**src/rtl/msrv32_writeback_unit.sv**
```systemverilog
// msrv32_writeback_unit
// Writeback stage: selects the retiring result (ALU, LOAD, IMM, PC+4, CSR),
// extracts and extends load data, and issues a one-cycle register-file write.
// Optional build macro WB_LOAD_TIMEOUT_EN enables an abort of loads that
// receive no memory response within 256 WAIT_LOAD cycles.
module msrv32_writeback_unit (
    input  logic        ms_riscv32_mp_clk_in,
    input  logic        ms_riscv32_mp_rst_in,
    input  logic        instr_valid_in,
    input  logic        rf_wr_req_in,
    input  logic [4:0]  rd_addr_in,
    input  logic [2:0]  wb_sel_in,
    input  logic [31:0] alu_result_in,
    input  logic [31:0] imm_in,
    input  logic [31:0] pc_plus_4_in,
    input  logic [31:0] csr_data_in,
    input  logic [1:0]  load_size_in,
    input  logic        load_unsigned_in,
    input  logic [1:0]  load_addr_lsb_in,
    input  logic [31:0] dmem_rdata_in,
    input  logic        dmem_rvalid_in,
    output logic [31:0] rd_out,
    output logic [4:0]  rd_addr_out,
    output logic        wr_en_out,
    output logic        stall_out,
    output logic        misaligned_out,
    output logic        timeout_out
);

    localparam logic [1:0] IDLE      = 2'd0;
    localparam logic [1:0] WAIT_LOAD = 2'd1;
    localparam logic [1:0] COMMIT    = 2'd2;

    localparam logic [2:0] SEL_LOAD = 3'b001;
    localparam logic [2:0] SEL_IMM  = 3'b010;
    localparam logic [2:0] SEL_PC4  = 3'b011;
    localparam logic [2:0] SEL_CSR  = 3'b100;

    localparam logic [1:0] SIZE_BYTE = 2'b00;
    localparam logic [1:0] SIZE_HALF = 2'b01;
    localparam logic [1:0] SIZE_WORD = 2'b10;

    logic [1:0]  state;
    logic [1:0]  state_next;
    logic [31:0] rd_data_q;
    logic [4:0]  rd_addr_q;
    logic [1:0]  ld_size_q;
    logic        ld_unsigned_q;
    logic [1:0]  ld_lsb_q;
    logic        misaligned_q;

    logic        accept;
    logic        is_load;
    logic        load_accept;
    logic        misaligned_now;
    logic        load_start;
    logic        rvalid_hit;
    logic        timeout_hit;
    logic [31:0] sel_data;
    logic [7:0]  ld_byte;
    logic [15:0] ld_half;
    logic [31:0] load_data;

    assign accept      = ((state == IDLE) || (state == COMMIT)) && instr_valid_in && rf_wr_req_in;
    assign is_load     = (wb_sel_in == SEL_LOAD);
    assign load_accept = accept && is_load;
    assign rvalid_hit  = (state == WAIT_LOAD) && dmem_rvalid_in;

    // Alignment check on the incoming load; size 11 is never a legal access
    always_comb begin
        misaligned_now = 1'b0;
        case (load_size_in)
            SIZE_BYTE: misaligned_now = 1'b0;
            SIZE_HALF: misaligned_now = load_addr_lsb_in[0];
            SIZE_WORD: misaligned_now = (load_addr_lsb_in != 2'b00);
            default:   misaligned_now = 1'b1;
        endcase
    end

    assign load_start = load_accept && !misaligned_now;

`ifdef WB_LOAD_TIMEOUT_EN
    logic [7:0] wait_cnt;

    // Counts WAIT_LOAD cycles; restarts at every new load entry
    always_ff @(posedge ms_riscv32_mp_clk_in or negedge ms_riscv32_mp_rst_in) begin
        if (!ms_riscv32_mp_rst_in) begin
            wait_cnt <= '0;
        end else if (load_start) begin
            wait_cnt <= '0;
        end else if (state == WAIT_LOAD) begin
            wait_cnt <= wait_cnt + 8'd1;
        end
    end

    // A response arriving on the last counted cycle takes priority over abort
    assign timeout_hit = (state == WAIT_LOAD) && (wait_cnt == 8'hFF) && !dmem_rvalid_in;
`else
    assign timeout_hit = 1'b0;
`endif

    // Non-load result source; reserved encodings fall back to the ALU
    always_comb begin
        sel_data = alu_result_in;
        case (wb_sel_in)
            SEL_IMM: sel_data = imm_in;
            SEL_PC4: sel_data = pc_plus_4_in;
            SEL_CSR: sel_data = csr_data_in;
            default: sel_data = alu_result_in;
        endcase
    end

    // Lane extraction and sign/zero extension of the memory response
    always_comb begin
        ld_byte = dmem_rdata_in[7:0];
        case (ld_lsb_q)
            2'd0: ld_byte = dmem_rdata_in[7:0];
            2'd1: ld_byte = dmem_rdata_in[15:8];
            2'd2: ld_byte = dmem_rdata_in[23:16];
            default: ld_byte = dmem_rdata_in[31:24];
        endcase
        ld_half = ld_lsb_q[1] ? dmem_rdata_in[31:16] : dmem_rdata_in[15:0];
        case (ld_size_q)
            SIZE_BYTE: load_data = {{24{!ld_unsigned_q && ld_byte[7]}}, ld_byte};
            SIZE_HALF: load_data = {{16{!ld_unsigned_q && ld_half[15]}}, ld_half};
            default:   load_data = dmem_rdata_in;
        endcase
    end

    // Next-state: COMMIT overlaps acceptance of the following instruction
    always_comb begin
        state_next = state;
        case (state)
            IDLE, COMMIT: begin
                if (accept) begin
                    if (!is_load) begin
                        state_next = COMMIT;
                    end else if (misaligned_now) begin
                        state_next = IDLE;
                    end else begin
                        state_next = WAIT_LOAD;
                    end
                end else begin
                    state_next = IDLE;
                end
            end
            WAIT_LOAD: begin
                if (dmem_rvalid_in) begin
                    state_next = COMMIT;
                end else if (timeout_hit) begin
                    state_next = IDLE;
                end
            end
            default: state_next = IDLE;
        endcase
    end

    // State, latched result/destination and load attributes
    always_ff @(posedge ms_riscv32_mp_clk_in or negedge ms_riscv32_mp_rst_in) begin
        if (!ms_riscv32_mp_rst_in) begin
            state         <= IDLE;
            rd_data_q     <= '0;
            rd_addr_q     <= '0;
            ld_size_q     <= '0;
            ld_unsigned_q <= 1'b0;
            ld_lsb_q      <= '0;
            misaligned_q  <= 1'b0;
        end else begin
            state        <= state_next;
            misaligned_q <= load_accept && misaligned_now;
            if (accept && !is_load) begin
                rd_data_q <= sel_data;
                rd_addr_q <= rd_addr_in;
            end
            if (load_start) begin
                rd_addr_q     <= rd_addr_in;
                ld_size_q     <= load_size_in;
                ld_unsigned_q <= load_unsigned_in;
                ld_lsb_q      <= load_addr_lsb_in;
            end
            if (rvalid_hit) begin
                rd_data_q <= load_data;
            end
        end
    end

    assign rd_out         = rd_data_q;
    assign rd_addr_out    = rd_addr_q;
    assign wr_en_out      = (state == COMMIT) && (rd_addr_q != 5'd0);
    assign stall_out      = ms_riscv32_mp_rst_in && (load_accept || (state == WAIT_LOAD));
    assign misaligned_out = misaligned_q;
    assign timeout_out    = timeout_hit;

endmodule

```
**config.mk**
```make
export PLATFORM = sky130hd
export DESIGN_NAME = msrv32_writeback_unit
export DESIGN_NICKNAME = d
export VERILOG_FILES = /design/src/rtl/msrv32_writeback_unit.sv
export SDC_FILE = /design/constraint.sdc
export NUM_CORES = 1
export LEC_CHECK = 0
export ABC_AREA = 1
export CAP_MARGIN = 5
export CORE_UTILIZATION = 37
export CTS_BUF_LIST = sky130_fd_sc_hd__clkbuf_4
export DETAILED_ROUTE_END_ITERATION = 16
export GPL_ROUTABILITY_DRIVEN = 0
export GPL_TIMING_DRIVEN = 1
export MAX_ROUTING_LAYER = met4
export PLACE_DENSITY = 0.79
export SYNTH_ARGS = -nofsm -noshare
export SYNTH_HDL_FRONTEND = slang
export SYNTH_SLANG_ARGS = --single-unit
```
**constraint.sdc**
```tcl
create_clock -name ms_riscv32_mp_clk_in -period 1.58 [get_ports ms_riscv32_mp_clk_in]
set_clock_uncertainty 0.2 [all_clocks]
set_input_delay 0.158 -clock ms_riscv32_mp_clk_in [delete_from_list [all_inputs] [get_ports ms_riscv32_mp_clk_in]]
set_output_delay 0.158 -clock ms_riscv32_mp_clk_in [all_outputs]
set_load 0.05 [all_outputs]
```
# Word level (Yosys, flattened, before mapping)
# Index checks and enable logic that the tools add are counted.
# Widths: inputs -> output; s select.
[totals]
regBits = 45
in_bits = 178
out_inout_bits = 41
word_cells = 58
[op_classes]
n_eq_ne = 12
n_mux = 14
n_reduce_logical = 25
[op_table]
columns = ["op", "n"]
rows = [
  ["$pmux 32 s3", 1],
  ["$mux 32", 2],
  ["$pmux 32 s2", 1],
  ["$pmux 8 s3", 1],
  ["$mux 16", 1],
  ["$logic_and 1x1->1", 11],
  ["$mux 5", 2],
  ["$eq 2x1->1 const B", 4],
  ["$logic_not 2->1", 4],
  ["$eq 2x2->1 const B", 3],
  ["$eq 3x2->1 const B", 2],
  ["$mux 2", 3],
  ["$reduce_bool 2->1", 3],
  ["$reduce_bool 5->1", 1],
  ["$pmux 2 s2", 1],
  ["$eq 3x1->1 const B", 1],
  ["$eq 3x3->1 const B", 1],
  ["$logic_not 1->1", 3],
  ["$pmux 1 s3", 1],
  ["$logic_or 1x1->1", 2],
  ["$ne 2x2->1 const B", 1],
  ["$reduce_or 2->1", 1],
  ["$mux 1", 1],
]

# Logic depth before layout (Yosys ltp)
[depth]
ltp_word = 7
depth_mapped = 12
depth_no_buf = 10

# Least setup slack after synthesis
# Ideal clock, no wire load.
[synth_path]
path_kind = "reg2out"
from = "register state[0]"
to = "output stall_out"
t_arrival_ps = 1944
required_time_ps = 1222
slack_ps = -722
path_stages_with_launch = 6
cell_sequence = "dfrtp_1 nor2_1 inv_1 nor2_1 inv_1 a21boi_0"
[synth_via]
elab_chain_cells = 7
elab_cells_between_ends = 9
[synth_rtl]
columns = ["element", "line_no", "rtl"]
rows = [
  ["from (decl)", "43", "logic [1:0] state;"],
  ["from (signal assigned)", "169", "state <= state_next;"],
  ["$eq 2x2->1 or $logic_not 2->1 (tied branches)", "64", "assign accept = ((state == IDLE) || (state == COMMIT)) && instr_valid_in && rf_wr_req_in;"],
  ["$logic_or 1x1->1", "64", ""],
  ["$logic_and 1x1->1 (2 in a row)", "64", ""],
  ["$logic_and 1x1->1", "66", "assign load_accept = accept && is_load;"],
  ["$logic_or 1x1->1 (*)", "190", "assign stall_out = ms_riscv32_mp_rst_in && (load_accept || (state == WAIT_LOAD));"],
  ["$logic_and 1x1->1 (*)", "190", ""],
  ["to (decl)", "25", "output logic stall_out,"],
]
# Every way passes the cells marked *; elsewhere a longest branch is shown, timed or not.

# Worst setup path in the final report
# Same ends and word-level chain as after synthesis.

==> run metrics <==
status complete, but fails checks; failing checks negative setup slack; worst min path class in2reg; power density cells around 760 nW/um^2; Vias/cell 5.11; CP required 1.22 ns; clk slew on worst S/H paths 0.13 ns; hold violation count in the final report 0; Die X between 100 and 150 um; DR DRC count 0; worst r2r dst rd_out[14]; initial DRC count about 420; layout cells sized above 1 0.233; Slew HR 0.606; Post-Layout Cell Count roughly 1100; Pre-Repair DR Iteration Count 5; nets between 1000 and 1500; Seq/Total Area, Yosys 0.272; CP Class reg2out; drt total wl about 18 mm; H-tree depth 2; I/O Buffers approximately 220; setup TNS -3.86 ns; max-slew violations 0; reg2reg start state[0]; Cells after Synth around 710; Detail Route Antenna Nets 0; full die area 11600 sq um; clk buf depth 2; Worst-Margin Slew just under 0.6 ns; register bit total from synthesis 45; CTS root buf clkbuf_4; Worst Setup EP stall_out; CP startpoint kind flip-flop; reg2reg path depth 9; synth unique cells 27; Initial Utilization 0.380; vias in the first global route roughly 5300; post-synth top area share 0.275; VDD IR max ~0.6 mV; syn_nets 891; DR vias approximately 5700; WL/cell ~16 um; Ys Warns 0; total track usage 0.293; initial antenna violation count 0; area delta synth->final 91.2%; Setup crit end kind output port; syn avg cell area between 5 and 6 sq um; Tot Pwr between 6 and 7 mW; TritonCTS clock tree done; Detailed Place HPWL about 13 mm; clock latency at the later pin of the worst-skew pair ~0.35 ns; crit path max fanout 2; final setup fails 35; most common cell in the netlist nand2_1; I/O Pins 219; ys async rst share 1.00; Leak 3.97 nW; synthesized cell area ~4100 sq um; Vert. Die Dim about 110 um; critical path cell sequence nor2_2 -> inv_2 -> nor2_4 -> inv_2 -> a21boi_4 -> buf_12; final core utilization 0.728; core box area 10900 sq um; Post-synth top cells 303 x nand2_1, 102 x nand3_1, 75 x nor2_1, 63 x inv_1, 45 x dfrtp_1; Final Cycle Share 1.13; Fillers 857; CP max-delay cell dfrtp_1; top_reg_cell synth dfrtp_1; unrepaired setup endpoints after global routing yes; Area contributors post-synth nand2_1 27%, dfrtp_1 27%, nand3_1 12%; slowest stage delay, CP around 0.42 ns; Final Critical Period around 1.8 ns; flop-to-flop setup slack -0.19 ns; f_max around 560 MHz; area of the multi-input gates ~2800 sq um; Setup WS post-layout -0.204 ns; first-pass GRT wire length 25.8 mm; Synth area leader nand2_1; dpl ws -0.565 ns; gr ovfl total 0; Site Rows 38; crit path from state[0]; pin count of the biggest net entering global routing between 40 and 50; cts bufs inserted 5; placed cells between 1000 and 1500; sequential cell area ~1100 sq um; Num Clock Sinks 45; ant diodes 0; Max-cap violations 0; cell mode on critical path inv_2; Arrival @ worst endpoint between 1 and 1.5 ns; number of synthesized flops with an enable pin 0
==> cells by family (layout without fill, tap and decap cells) <==
kind of cell | count (synthesis) | after routing | synth area share
AO/OA/AOI/OAI | 39 | 39 | 0.0544
AND/OR/NAND/NOR | 516 | 518 | 0.539
flip-flops | 45 | 45 | 0.272
other | 1 | 1 | 0.000905
buffers and inverters | 112 | 380 | 0.134
==> worst max-delay path, delay by kind of cell (launching register included) <==
family,cells,cell delay (ns)
flops,1,0.42
buf+inv,3,0.27
simple gates,2,0.23
compound gates,1,0.15
==> report_power, final <==
part / leakage, nW / total, mW / internal (mW) / switching (mW)
clock: 0.0269 / 0.526 / 0.155 / 0.371
sequential: 0.558 / 1.61 / 1.36 / 0.246
combinational: 3.38 / 3.87 / 1.92 / 1.95
==> layer usage <==
layer  share of wire  vias to the layer above  track usage  wire, um
met1            0.40                     2638        0.355      7060
met4           0.036                        0        0.119       641
met5               0                        -            -         0
met2            0.50                      268        0.486      8840
met3           0.068                       42       0.0442      1210
li1                -                     2790            -         -
==> through the flow <==
stage	instance area, sq um	hold slack [ns]
2_1_floorplan	4150	-0.338
3_3_place_gp	7110	0.122
3_5_place_dp	7110	0.121
4_1_cts	7510	0.114
5_1_grt	7920	0.157
6_report	7920	0.124
==> worst min path at each step <==
stage | startpoint | end | slack [ns] | depth (start not counted)
after floorplan | ms_riscv32_mp_rst_in | ld_lsb_q[0] | -0.34 | 0
after global placement | ms_riscv32_mp_rst_in | ld_size_q[0] | 0.12 | 2
after detailed placement | ms_riscv32_mp_rst_in | ld_lsb_q[0] | 0.12 | 2
after CTS | rd_addr_in[0] | rd_addr_out[0] | 0.11 | 3
after global routing | rd_addr_in[1] | rd_addr_out[1] | 0.16 | 3
final | rd_addr_in[0] | rd_addr_out[0] | 0.12 | 3
==> timing repair <==
action,4_1_cts,5_1_grt
gates resized for setup,42,83
hold buffers,1,0
endpoints found under the setup margin,42,39
setup buffers,14,12
pin swaps,16,41
gates cloned,5,4
endpoints found under the hold margin,45,0
==> sequential cells by signal, indices dropped and copies added (netlist names) <==
register and cells:
ld_lsb_q 2, ld_unsigned_q 1, state 2, ld_size_q 2, rd_addr_out 5, misaligned_out 1, rd_out 32
==> layout by cell type, fill, tap and decap left out, types with 22 or more instances in the layout <==
cell / netlist / layout
nand3_1: 102 / 79
nand2_1: 303 / 276
o21ai_0: 25 / 22
buf_4: 9 / 55
nor2_1: 75 / 67
nand2_2: 0 / 22
inv_1: 63 / 56
buf_12: 0 / 51
dfrtp_1: 45 / 42
clkdlybuf4s50_1: 0 / 173
==> layout make-up <==
cell class	instances	share of cell area
clock buffer	5	0.00474
multi-input combinational	558	0.355
sequential	45	0.143
timing repair inverter	1	0.000948
timing repair buffer	301	0.437
inverter	72	0.0368
clock inverter	1	0.000632
tap	140	0.0221
(Power assumes the default switching activity.)
